$ cat config.mk
export PLATFORM = sky130hd
export DESIGN_NAME = dmem_arbiter
export DESIGN_NICKNAME = d
export VERILOG_FILES = /design/src/rtl/dmem_arbiter.sv
export SDC_FILE = /design/constraint.sdc
export NUM_CORES = 1
export LEC_CHECK = 0
export BUFFER_PORTS_ARGS = -buffer_cell sky130_fd_sc_hd__buf_2
export CAP_MARGIN = 40
export CORE_AREA = 2 2 120 122
export DETAILED_ROUTE_END_ITERATION = 10
export DIE_AREA = 0 0 122 124
export GPL_TIMING_DRIVEN = 0
export MAX_ROUTING_LAYER = met4
export SLEW_MARGIN = 30
export SYNTH_ARGS = -nofsm -noshare
export SYNTH_HDL_FRONTEND = slang
export SYNTH_SLANG_ARGS = --single-unit
$ cat constraint.sdc
create_clock -name clk -period 3.7 [get_ports clk]
set_clock_uncertainty 0.05 [all_clocks]
set_input_delay 0.185 -clock clk [delete_from_list [all_inputs] [get_ports clk]]
set_output_delay 0.185 -clock clk [all_outputs]
set_load 0.05 [all_outputs]
$ cat src/rtl/dmem_arbiter.sv
// Round-robin arbiter sharing the data memory port between two masters.
// Registers the winning request, owns the port until completion or watchdog abort.
module dmem_arbiter #(
    parameter int ADDR_WIDTH = 32,
    parameter int DATA_WIDTH = 32,
    parameter int TIMEOUT    = 256
) (
    input  logic                    clk,
    input  logic                    rst_n,
    input  logic                    m0_valid_i,
    input  logic [ADDR_WIDTH-1:0]   m0_addr_i,
    input  logic [DATA_WIDTH-1:0]   m0_wdata_i,
    input  logic [DATA_WIDTH/8-1:0] m0_we_i,
    output logic                    m0_ready_o,
    output logic                    m0_err_o,
    output logic [DATA_WIDTH-1:0]   m0_rdata_o,
    input  logic                    m1_valid_i,
    input  logic [ADDR_WIDTH-1:0]   m1_addr_i,
    input  logic [DATA_WIDTH-1:0]   m1_wdata_i,
    input  logic [DATA_WIDTH/8-1:0] m1_we_i,
    output logic                    m1_ready_o,
    output logic                    m1_err_o,
    output logic [DATA_WIDTH-1:0]   m1_rdata_o,
    output logic                    mem_valid_o,
    output logic [ADDR_WIDTH-1:0]   mem_addr_o,
    output logic [DATA_WIDTH-1:0]   mem_wdata_o,
    output logic [DATA_WIDTH/8-1:0] mem_we_o,
    input  logic                    mem_ready_i,
    input  logic [DATA_WIDTH-1:0]   mem_rdata_i
);

    localparam int BW = DATA_WIDTH / 8;
    localparam int CW = (TIMEOUT > 0) ? $clog2(TIMEOUT + 1) : 1;
    localparam logic [CW-1:0] CNT_LAST =
        (TIMEOUT > 0) ? CW'(TIMEOUT - 1) : '0;

    typedef enum logic {IDLE, BUSY} state_t;

    state_t                state_q, state_d;
    logic                  owner_q, owner_d;
    logic                  last_q, last_d;
    logic [CW-1:0]         cnt_q, cnt_d;
    logic [ADDR_WIDTH-1:0] addr_q, addr_d;
    logic [DATA_WIDTH-1:0] wdata_q, wdata_d;
    logic [BW-1:0]         we_q, we_d;
    logic                  winner;
    logic                  done;
    logic                  abort;
    logic                  wd_hit;

    assign wd_hit = (TIMEOUT != 0) && (cnt_q == CNT_LAST);

    always_comb begin
        state_d = state_q;
        owner_d = owner_q;
        last_d  = last_q;
        cnt_d   = cnt_q;
        addr_d  = addr_q;
        wdata_d = wdata_q;
        we_d    = we_q;
        winner  = 1'b0;
        done    = 1'b0;
        abort   = 1'b0;
        unique case (state_q)
            IDLE: begin
                if (m0_valid_i || m1_valid_i) begin
                    // On a tie, the master that did not win last time goes.
                    winner  = (m0_valid_i && m1_valid_i) ? ~last_q : m1_valid_i;
                    addr_d  = winner ? m1_addr_i  : m0_addr_i;
                    wdata_d = winner ? m1_wdata_i : m0_wdata_i;
                    we_d    = winner ? m1_we_i    : m0_we_i;
                    owner_d = winner;
                    last_d  = winner;
                    cnt_d   = '0;
                    state_d = BUSY;
                end
            end
            BUSY: begin
                if (mem_ready_i) begin
                    done    = 1'b1;
                    state_d = IDLE;
                end else if (wd_hit) begin
                    done    = 1'b1;
                    abort   = 1'b1;
                    state_d = IDLE;
                end else begin
                    cnt_d = cnt_q + 1'b1;
                end
            end
            default: state_d = IDLE;
        endcase
    end

    always_ff @(posedge clk or negedge rst_n) begin
        if (!rst_n) begin
            state_q <= IDLE;
            owner_q <= 1'b0;
            last_q  <= 1'b1;
            cnt_q   <= '0;
            addr_q  <= '0;
            wdata_q <= '0;
            we_q    <= '0;
        end else begin
            state_q <= state_d;
            owner_q <= owner_d;
            last_q  <= last_d;
            cnt_q   <= cnt_d;
            addr_q  <= addr_d;
            wdata_q <= wdata_d;
            we_q    <= we_d;
        end
    end

    assign mem_valid_o = (state_q == BUSY);
    assign mem_addr_o  = addr_q;
    assign mem_wdata_o = wdata_q;
    assign mem_we_o    = we_q;

    assign m0_ready_o = done && !owner_q;
    assign m1_ready_o = done && owner_q;
    assign m0_err_o   = abort && !owner_q;
    assign m1_err_o   = abort && owner_q;
    assign m0_rdata_o = mem_rdata_i;
    assign m1_rdata_o = mem_rdata_i;

endmodule

==> results of run 1 <==
## area by class of cell
class / count / area [um2]
Clock buffer: 12 / 236
Buffer: 88 / 618
Timing Repair Buffer: 280 / 1440
Clock inverter: 4 / 70.1
Inverter: 3 / 11.3
Tap cell: 180 / 225
Sequential cell: 80 / 2000
Fill cell: 1347 / 7540
Multi-Input combinational cell: 249 / 1570
## worst max-delay path, cell delays in order (launching register included)
cell	delay, ns
sky130_fd_sc_hd__dfrtp_1	0.38
sky130_fd_sc_hd__ha_1	0.26
sky130_fd_sc_hd__nand3_1	0.10
sky130_fd_sc_hd__nor2_1	0.14
sky130_fd_sc_hd__ha_1	0.22
sky130_fd_sc_hd__nor4b_1	0.31
sky130_fd_sc_hd__buf_2	0.34
## per-layer routing
layer / routed length [um] / GRT usage [%]
met5: 0 / -
met4: 112 / 4.74
met3: 945 / 4.30
met2: 6280 / 27.0
met1: 4560 / 17.3
## state kept, by name, indices dropped and copies added, names as in the netlist
name         count
mem_addr_o      32
mem_valid_o      1
owner_q          1
mem_wdata_o     32
mem_we_o         4
cnt_q            9
last_q           1
## power groups by stage
| stage | combinational [W] | sequential (W) | clock (W) |
|---|---|---|---|
| final | 0.00235 | 0.00137 | 0.000925 |
| after global routing | 0.00249 | 0.00141 | 0.000999 |
| after CTS | 0.00238 | 0.00137 | 0.000958 |
| after detailed placement | 0.00238 | 0.00138 | 0 |
| after global placement | 0.00235 | 0.00137 | 0 |
| after floorplan | 0.000696 | 0.00243 | 0 |
## through the flow
| stage | hold WS (ns) | util [%] | total power, W | setup WS (ns) |
|---|---|---|---|---|
| final | 0.0719 | 45.0 | 0.00464 | 1.36 |
| after global routing | 0.0702 | 45.0 | 0.00490 | 1.16 |
| after global placement | 0.336 | 42.4 | 0.00372 | 1.51 |
| after CTS | 0.0610 | 45.0 | 0.00471 | 1.32 |
| after floorplan | -0.161 | - | 0.00313 | 0.874 |
| after detailed placement | 0.0556 | 42.6 | 0.00376 | 1.46 |
## path summary, 6_finish.rpt
| kind | startpoint | end | slack [ns] |
|---|---|---|---|
| max | cnt_q[0] | m0_err_o | 1.36 |
| max reg2reg | cnt_q[0] | cnt_q[7] | 1.43 |
| max in group asynchronous | rst_n | last_q | 2.76 |
| min in group asynchronous | rst_n | mem_addr_o[5] | 0.24 |
| min reg2reg | mem_addr_o[27] | mem_addr_o[27] | 0.42 |
| min | m0_addr_i[3] | mem_addr_o[3] | 0.07 |
## placed cells by master (no fill, tap or decap), types with 3 or more instances in the layout
master,instances
sky130_fd_sc_hd__a31oi_1,3
sky130_fd_sc_hd__buf_2,284
sky130_fd_sc_hd__buf_4,70
sky130_fd_sc_hd__buf_6,3
sky130_fd_sc_hd__clkbuf_1,11
sky130_fd_sc_hd__clkbuf_16,9
sky130_fd_sc_hd__dfrtp_1,79
sky130_fd_sc_hd__inv_1,3
sky130_fd_sc_hd__mux2i_1,69
sky130_fd_sc_hd__nand2_1,74
sky130_fd_sc_hd__nand3_1,6
sky130_fd_sc_hd__nor2_1,3
sky130_fd_sc_hd__o21ai_0,65
sky130_fd_sc_hd__o21ai_1,5
## kinds of logic after synthesis
group                      Yosys count  synth area share [%]
and+or+nand+nor                     92                  9.17
buffers and inverters               91                  15.0
AOI/OAI and AO/OA                   86                  11.2
DFF                                 80                  47.6
muxes                               69                  16.4
adders and majority gates            2                 0.595
## repair_timing
| item | 4_1_cts | 5_1_grt |
|---|---|---|
| hold buffers | 2 | 0 |
| hold endpoints to repair | 37 | 0 |
| buffers inserted | 0 | 0 |
| endpoints found under the setup margin | 0 | 0 |
==> results.py, run 1 <==
metrics = {
    "finish": {
        "stdcell_count": 896,
        "drive_above_1_share_pct": 52.2,
        "antenna-diode-count": 0,
        "area.growth.synth_to_final_pct": 46.9,
        "num-nets-final": 886,
        "fin_area_mm2": 0.00618,
    },
    "synthesis": {
        "async_flop_share_pct": 100,
        "synth_fp_nets": 595,
        "syn_area_mm2": 0.00420,
        "syn_area_per_cell_um2": 10.0,
        "yosys.area.top_type_share_pct": 47.0,
        "synth_top_cell_by_area": "sky130_fd_sc_hd__dfrtp_1",
        "seq_cells_post_synth": 80,
        "netlist_top_cells_area": "sky130_fd_sc_hd__dfrtp_1 47%, sky130_fd_sc_hd__mux2i_1 16%, sky130_fd_sc_hd__buf_4 13%",
        "synth_top_cells_by_count": "79 x sky130_fd_sc_hd__dfrtp_1, 74 x sky130_fd_sc_hd__nand2_1, 70 x sky130_fd_sc_hd__buf_4",
        "synthCells": 420,
        "synthMostInstantiatedCell": "sky130_fd_sc_hd__dfrtp_1",
        "dominantRegCellSynth": "sky130_fd_sc_hd__dfrtp_1",
        "synthDistinctLibCells": 33,
        "yosys_warnings": 0,
        "synth_edf_count": 0,
        "post_synthesis_sequential_area_ratio_pct": 47.6,
    },
    "run": {
        "maxCapViolCount": 0,
    },
    "cts": {
        "tritoncts": "yes",
        "clock_sink_count": 80,
        "clk_tree_root_cell": "sky130_fd_sc_hd__clkbuf_16",
        "clock_buffers_created_by_tritoncts": 9,
        "clk_pin_slew_ns": 0.06,
        "cts_max_path_buffers": 2,
        "cts_repair_resize_count": 0,
        "clk_latency_ns": 0.34,
        "htree_num_levels": 3,
    },
    "sta": {
        "final_hold_viol_count": 0,
        "drv_slew": 0,
        "final_period_minus_worst_setup_slack_ns": 2.34,
        "final.period_utilization_pct": 63.3,
        "max_clock_freq_mhz": 427,
        "setup_tns_ns": 0,
        "setup_viol_count_final": 0,
        "max_slew.worst_pin.slew_ns": 0.678,
        "timing.slew.headroom_pct": 54.7,
        "unrepaired_setup_endpoints_after_global_routing": "false",
    },
    "setup_path": {
        "critical_path.startpoint_type": "flip-flop",
        "cp_max_fo": 6,
        "timing.setup.critical_path_class": "reg -> out",
        "arrival_ns": 2.11,
        "critPathRequiredTime_ns": 3.46,
        "critical_path.endpoint_type": "primary output",
        "timing.reg2reg.worst_path_depth": 7,
    },
    "route": {
        "post_drt_wl_per_cell_um": 13.3,
        "viasPerCell": 4.38,
        "firstDrtPassIters": 4,
        "via_count": 3920,
        "drc": 0,
        "ant_nets": 0,
        "finalWirelength_mm": 11.9,
        "initialDrtViolationCount": 102,
    },
    "die": {
        "design.die.area_mm2": 0.0151,
        "initial_utilization_pct": 30.6,
        "placement_rows": 43,
        "die_h_um": 124,
        "core_ar_mm2": 0.0137,
        "boundaryPins": 310,
        "die_w_um": 122,
    },
    "placed_design": {
        "dpl_cell_area_mm2": 0.00585,
        "place_congestion": 0.780,
        "detailedPlacementHpwl_mm": 9.57,
        "dpl.cell_count": 878,
        "buffer_ports.inserted": 277,
    },
    "global_route": {
        "grt_pass1_wl_mm": 17.7,
        "gr-usage-all-layers_pct": 15.5,
        "maximum_number_of_pins_on_one_net_before_global_route_repair": 45,
        "via_count_of_the_first_global_routing_pass": 3711,
        "grt_overflow_total": 0,
        "grt_antenna_before_repair": 0,
    },
    "power_and_ir_drop": {
        "clkPwrFrac_pct": 19.9,
        "share_seq_of_total_power_pct": 29.5,
        "powerDensity_mw_per_mm2": 752,
        "switching_power_total_w": 0.00228,
        "irDropWorstVdd_mv": 0.385,
        "comb_pwr_share_pct": 50.6,
        "cellLeakagePower_nw": 3.34,
        "p_int_w": 0.00237,
        "switching_share_of_power_pct": 49.0,
    },
    "worst_hold_path": {
        "hold_path_depth": 3,
        "hold_class": "in -> reg",
    },
    "outcome": {
        "status": "finished clean",
    },
}
No activity file was read; power rests on OpenSTA's default activity.
==> run 2: changes to the inputs <==
--- a/config.mk
+++ b/config.mk
@@ -7,9 +7,9 @@
 export LEC_CHECK = 0
 export BUFFER_PORTS_ARGS = -buffer_cell sky130_fd_sc_hd__buf_2
 export CAP_MARGIN = 40
-export CORE_AREA = 2 2 120 122
+export CORE_AREA = 2 2 121 123
 export DETAILED_ROUTE_END_ITERATION = 10
-export DIE_AREA = 0 0 122 124
+export DIE_AREA = 0 0 123 125
 export GPL_TIMING_DRIVEN = 0
 export MAX_ROUTING_LAYER = met4
 export SLEW_MARGIN = 30
==> constraint.sdc (replaced) <==
create_clock -name clk -period 2.2 [get_ports clk]
set_clock_uncertainty 0.05 [all_clocks]
set_input_delay 0.11 -clock clk [delete_from_list [all_inputs] [get_ports clk]]
set_output_delay 0.11 -clock clk [all_outputs]
set_load 0.05 [all_outputs]
==> results.py, run 2 (synthesis gave the netlist of run 1 again) <==
metrics = {
    "outcome": {
        "status": "finished clean",
    },
    "finish": {
        "drive_above_1_share_pct": 53.5,
        "antenna-diode-count": 0,
        "fin_area_mm2": 0.00635,
        "area.growth.synth_to_final_pct": 51.1,
        "final_common_cell": "sky130_fd_sc_hd__buf_2",
        "layout.cells.most_common_list": "280 x sky130_fd_sc_hd__buf_2, 77 x sky130_fd_sc_hd__dfrtp_1, 75 x sky130_fd_sc_hd__buf_4",
        "fill_cells": 1415,
        "num-nets-final": 895,
    },
    "route": {
        "initialDrtViolationCount": 98,
        "via_count": 3994,
        "viasPerCell": 4.40,
        "ant_nets": 0,
        "drc": 0,
        "firstDrtPassIters": 4,
        "post_drt_wl_per_cell_um": 13.0,
        "finalWirelength_mm": 11.8,
    },
    "cts": {
        "tritoncts": "yes",
        "clock_sink_count": 80,
        "clk_latency_ns": 0.33,
        "clk_tree_root_cell": "sky130_fd_sc_hd__clkbuf_16",
        "cts_max_path_buffers": 2,
        "clk_pin_slew_ns": 0.06,
        "clock_buffers_created_by_tritoncts": 9,
        "htree_num_levels": 3,
    },
    "setup_path": {
        "worst-r2r-setup-slack_ns": 0.13,
        "arrival_ns": 2.25,
        "critical_path.endpoint_type": "flip-flop",
        "critical_path.startpoint_type": "input port",
        "timing.reg2reg.worst_path_depth": 8,
        "r2r-start": "cnt_q[3]",
        "timing.setup.critical_path_class": "in -> reg",
        "r2r-end": "cnt_q[6]",
        "cp_max_fo": 10,
        "critPathRequiredTime_ns": 2.36,
    },
    "global_route": {
        "gr-usage-all-layers_pct": 15.7,
        "grt_antenna_before_repair": 0,
        "grtUsageMet3_pct": 3.97,
        "global_route.peak_usage_layer": "met2",
        "maximum_number_of_pins_on_one_net_before_global_route_repair": 42,
        "grt_pass1_wl_mm": 18.5,
        "via_count_of_the_first_global_routing_pass": 3971,
        "grt_overflow_total": 0,
        "globalRouteMet2Util_pct": 26.5,
        "gr-usage-met1_pct": 18.3,
    },
    "sta": {
        "unrepaired_setup_endpoints_after_global_routing": "false",
        "max_clock_freq_mhz": 478,
        "drv_slew": 0,
        "final_hold_viol_count": 0,
        "final.period_utilization_pct": 95.2,
        "final_period_minus_worst_setup_slack_ns": 2.09,
        "max_slew.worst_pin.slew_ns": 0.565,
        "fin_hold_ws_ns": 0.0110,
        "setup_viol_count_final": 0,
        "timing.slew.headroom_pct": 62.3,
    },
    "power_and_ir_drop": {
        "share_seq_of_total_power_pct": 29.0,
        "irDropWorstVdd_mv": 0.637,
        "switching_power_total_w": 0.00383,
        "powerDensity_mw_per_mm2": 1250,
        "comb_pwr_share_pct": 50.1,
        "clkPwrFrac_pct": 20.9,
        "switching_share_of_power_pct": 48.0,
        "cellLeakagePower_nw": 3.40,
        "p_int_w": 0.00414,
    },
    "worst_hold_path": {
        "whs_endpoint": "mem_addr_o[13]",
        "hp-start": "m0_addr_i[13]",
        "hold_path_depth": 3,
        "hold_class": "in -> reg",
    },
    "die": {
        "boundaryPins": 310,
        "core_ar_mm2": 0.0142,
        "die_h_um": 125,
        "placement_rows": 44,
        "die_w_um": 123,
        "design.die.area_mm2": 0.0154,
        "initial_utilization_pct": 29.6,
    },
    "placed_design": {
        "detailedPlacementHpwl_mm": 9.40,
        "buffer_ports.inserted": 277,
        "place_congestion": 0.713,
        "dpl_cell_area_mm2": 0.00586,
    },
    "run": {
        "maxCapViolCount": 0,
    },
}
==> run 2: layer usage <==
metal | share of wire [%] | vias to the layer above
met1 | 41 | 1830
met5 | 0 | -
met4 | 1.3 | 0
met3 | 8.7 | 14
li1 | - | 1976
met2 | 49 | 174
==> run 2: timing repair <==
action,in CTS,in global routing
setup endpoints to repair,2,13
gates cloned,0,0
hold buffers,9,0
buffers inserted,0,2
gates resized for setup,3,14
endpoints found under the hold margin,60,0
==> run 2: through the flow <==
step	power, W	TNS (ns)	std cells	utilization (%)	setup WS, ns
after floorplan	0.00526	0	420	-	0.158
after global placement	0.00625	0	881	41.1	0.0291
after detailed placement	0.00632	-0.00369	882	41.3	-0.00268
after CTS	0.00804	0	906	44.4	0.0331
after global routing	0.00843	0	908	44.7	0.00376
final	0.00797	0	908	44.7	0.106
==> run 2: worst max-delay path by stage <==
| stage | startpoint | depth (start not counted) | slack (ns) | to |
|---|---|---|---|---|
| 3_3_place_gp | cnt_q[0] | 7 | 0.03 | cnt_q[4] |
| 5_1_grt | cnt_q[4] | 6 | 0.004 | m1_err_o |
| 3_5_place_dp | cnt_q[0] | 7 | -0.003 | cnt_q[7] |
| 4_1_cts | cnt_q[3] | 8 | 0.03 | cnt_q[6] |
| 2_1_floorplan | cnt_q[0] | 5 | 0.16 | m0_err_o |
| 6_report | m0_valid_i | 9 | 0.11 | mem_addr_o[2] |
==> run 2: critical path: stages <==
cell,delay [ns]
sky130_fd_sc_hd__dlygate4sd3_1,0.54
sky130_fd_sc_hd__buf_2,0.15
sky130_fd_sc_hd__a21boi_1,0.13
sky130_fd_sc_hd__buf_4,0.16
sky130_fd_sc_hd__buf_8,0.16
sky130_fd_sc_hd__buf_6,0.18
sky130_fd_sc_hd__mux2i_1,0.19
sky130_fd_sc_hd__dlygate4sd3_1,0.57
sky130_fd_sc_hd__o21ai_1,0.06
==> run 2: final cells by class <==
type,instances,area [um2],share of cell area [%]
inverters,3,11.3,0.177
clock buffers,13,280,4.41
multi-input cells,249,1610,25.4
well taps,184,230,3.62
repair buffers,289,1530,24.0
clock inverters,2,60.1,0.946
flip-flops and latches,80,2010,31.6
plain buffers,88,624,9.83
==> run 2: power groups by stage <==
stage	registers, W	logic [W]	clock network [W]
6_report	0.00231	0.00399	0.00166
5_1_grt	0.00239	0.00425	0.00179
4_1_cts	0.00231	0.00401	0.00171
3_5_place_dp	0.00233	0.00399	0
3_3_place_gp	0.00231	0.00394	0
2_1_floorplan	0.00409	0.00117	0
==> run 3: changes to the inputs <==
--- a/config.mk
+++ b/config.mk
@@ -12,6 +12,7 @@
 export DIE_AREA = 0 0 123 125
 export GPL_TIMING_DRIVEN = 0
 export MAX_ROUTING_LAYER = met4
+export RECOVER_POWER = 100
 export SLEW_MARGIN = 30
 export SYNTH_ARGS = -nofsm -noshare
 export SYNTH_HDL_FRONTEND = slang
==> results.py, run 3 (synthesis gave the netlist of run 1 again) <==
metrics = {
    "cts": {
        "tritoncts": "yes",
        "htree_num_levels": 3,
        "clock_buffers_created_by_tritoncts": 9,
        "clk_pin_slew_ns": 0.06,
        "clock_sink_count": 80,
        "clk_tree_root_cell": "sky130_fd_sc_hd__clkbuf_16",
        "clk_latency_ns": 0.33,
        "cts_max_path_buffers": 2,
    },
    "global_route": {
        "grt_antenna_before_repair": 0,
        "maximum_number_of_pins_on_one_net_before_global_route_repair": 42,
        "gr-usage-all-layers_pct": 15.7,
        "grt_pass1_wl_mm": 18.5,
        "via_count_of_the_first_global_routing_pass": 3971,
        "grt_overflow_total": 0,
    },
    "sta": {
        "max_slew.worst_pin.slew_ns": 1.01,
        "drv_slew": 0,
        "layout_setup_ws_ns": 0.102,
        "max_clock_freq_mhz": 477,
        "final.period_utilization_pct": 95.4,
        "setup_tns_ns": 0,
        "unrepaired_setup_endpoints_after_global_routing": "false",
        "final_period_minus_worst_setup_slack_ns": 2.10,
        "timing.slew.headroom_pct": 32.7,
        "final_hold_viol_count": 0,
        "setup_viol_count_final": 0,
    },
    "power_and_ir_drop": {
        "irDropWorstVdd_mv": 0.619,
        "powerDensity_mw_per_mm2": 1270,
        "cellLeakagePower_nw": 3.00,
        "power.total_w": 0.00782,
    },
    "worst_hold_path": {
        "hold_class": "in -> reg",
    },
    "finish": {
        "antenna-diode-count": 0,
        "num-nets-final": 895,
        "final_common_cell": "sky130_fd_sc_hd__clkbuf_1",
        "layout.cells.most_common_list": "142 x sky130_fd_sc_hd__clkbuf_1, 140 x sky130_fd_sc_hd__buf_2, 77 x sky130_fd_sc_hd__dfrtp_1",
        "area.growth.synth_to_final_pct": 46.6,
        "stdcell_count": 908,
        "drive_above_1_share_pct": 34.9,
    },
    "setup_path": {
        "critical_path.endpoint_type": "flip-flop",
        "cp_max_fo": 10,
        "critPathMostFrequentCell": "sky130_fd_sc_hd__dlygate4sd3_1",
        "worst-r2r-setup-slack_ns": 0.12,
        "arrival_ns": 2.26,
        "timing.setup.critical_path_class": "in -> reg",
        "critical_path.max_stage_delay_ns": 0.57,
        "critPathRequiredTime_ns": 2.36,
        "crit_path_cell_chain": "dlygate4sd3_1 > clkbuf_1 > a21boi_1 > buf_4 > buf_8 > buf_6 > mux2i_1 > dlygate4sd3_1 > o21ai_1",
        "crit_slowest_cell": "sky130_fd_sc_hd__dlygate4sd3_1",
        "critical_path.startpoint_type": "input port",
    },
    "placed_design": {
        "dpl.cell_count": 882,
        "placement.setup.worst_slack_ns": -0.00268,
        "buffer_ports.inserted": 277,
        "place_congestion": 0.713,
        "detailedPlacementHpwl_mm": 9.40,
    },
    "route": {
        "via_count": 4005,
        "viasPerCell": 4.41,
        "initialDrtViolationCount": 90,
        "ant_nets": 0,
        "finalWirelength_mm": 11.9,
        "firstDrtPassIters": 4,
        "post_drt_wl_per_cell_um": 13.2,
        "drc": 0,
    },
    "die": {
        "design.die.area_mm2": 0.0154,
        "die_w_um": 123,
        "initial_utilization_pct": 29.6,
        "boundaryPins": 310,
        "placement_rows": 44,
        "core_ar_mm2": 0.0142,
        "die_h_um": 125,
    },
    "outcome": {
        "status": "finished clean",
    },
    "run": {
        "maxCapViolCount": 0,
    },
}
## run 3: changes by cell type in the layout (fill, tap and decap cells not counted)
cell / change
sky130_fd_sc_hd__buf_6: -1
sky130_fd_sc_hd__clkbuf_2: +7
sky130_fd_sc_hd__buf_12: -1
sky130_fd_sc_hd__buf_2: -140
sky130_fd_sc_hd__clkbuf_4: +1
sky130_fd_sc_hd__clkbuf_1: +134
sky130_fd_sc_hd__o21ai_0: +2
sky130_fd_sc_hd__o21ai_1: -2
## run 3: where the power goes
group | internal (W) | switching, W
clock | 0.00111 | 0.000551
sequential | 0.00202 | 0.000312
combinational | 0.000845 | 0.00298
total | 0.00397 | 0.00385
## run 3: per-stage QoR
stage,hold WS [ns],instance area (um2),utilization [%]
2_1_floorplan,-0.236,4220,-
3_3_place_gp,0.259,5830,41.1
3_5_place_dp,-0.000670,5860,41.3
4_1_cts,0.00214,6300,44.4
5_1_grt,0.00299,6160,43.4
6_report,0.0112,6160,43.4
## run 3: path summary, 6_finish.rpt
check | cells after the start | start | endpoint
setup / recovery | 9 | m0_valid_i | mem_addr_o[2]
hold reg to reg | 2 | mem_addr_o[21] | mem_addr_o[21]
min in group asynchronous | 2 | rst_n | mem_wdata_o[27]
setup reg to reg | 7 | cnt_q[3] | cnt_q[5]
max in group asynchronous | 3 | rst_n | last_q
hold / removal | 3 | m0_addr_i[13] | mem_addr_o[13]
## run 3: worst max-delay path, delay by kind of cell
| kind | cells | cell delay [ns] |
|---|---|---|
| muxes | 1 | 0.19 |
| buffers and inverters | 6 | 1.76 |
| AOI/OAI and AO/OA | 2 | 0.20 |
## run 3: per-layer routing
metal  vias up  global-route usage, %  share of wire (%)  wire length [um]
met3        14                   3.97                9.0              1070
met5         -                      -                  0                 0
met2       182                   26.5                 48              5760
li1       1974                      -                  -                 -
met4         0                   4.41                1.3               151
met1      1835                   18.3                 42              4960
## run 3: area by class of cell
type                    count  area (um2)
clock inverters             2        60.1
plain buffers              88         624
clock buffers              13         280
inverters                   3        11.3
multi-input cells         249        1610
flip-flops and latches     80        2010
fillers                  1488        8040
repair buffers            289        1340
well taps                 184         230
## run 3: timing repair
item / CTS / global route
setup buffers: 0 / 2
endpoints found under the setup margin: 2 / 13
hold endpoints to repair: 60 / 0
hold buffers: 9 / 0
gates resized for setup: 3 / 14
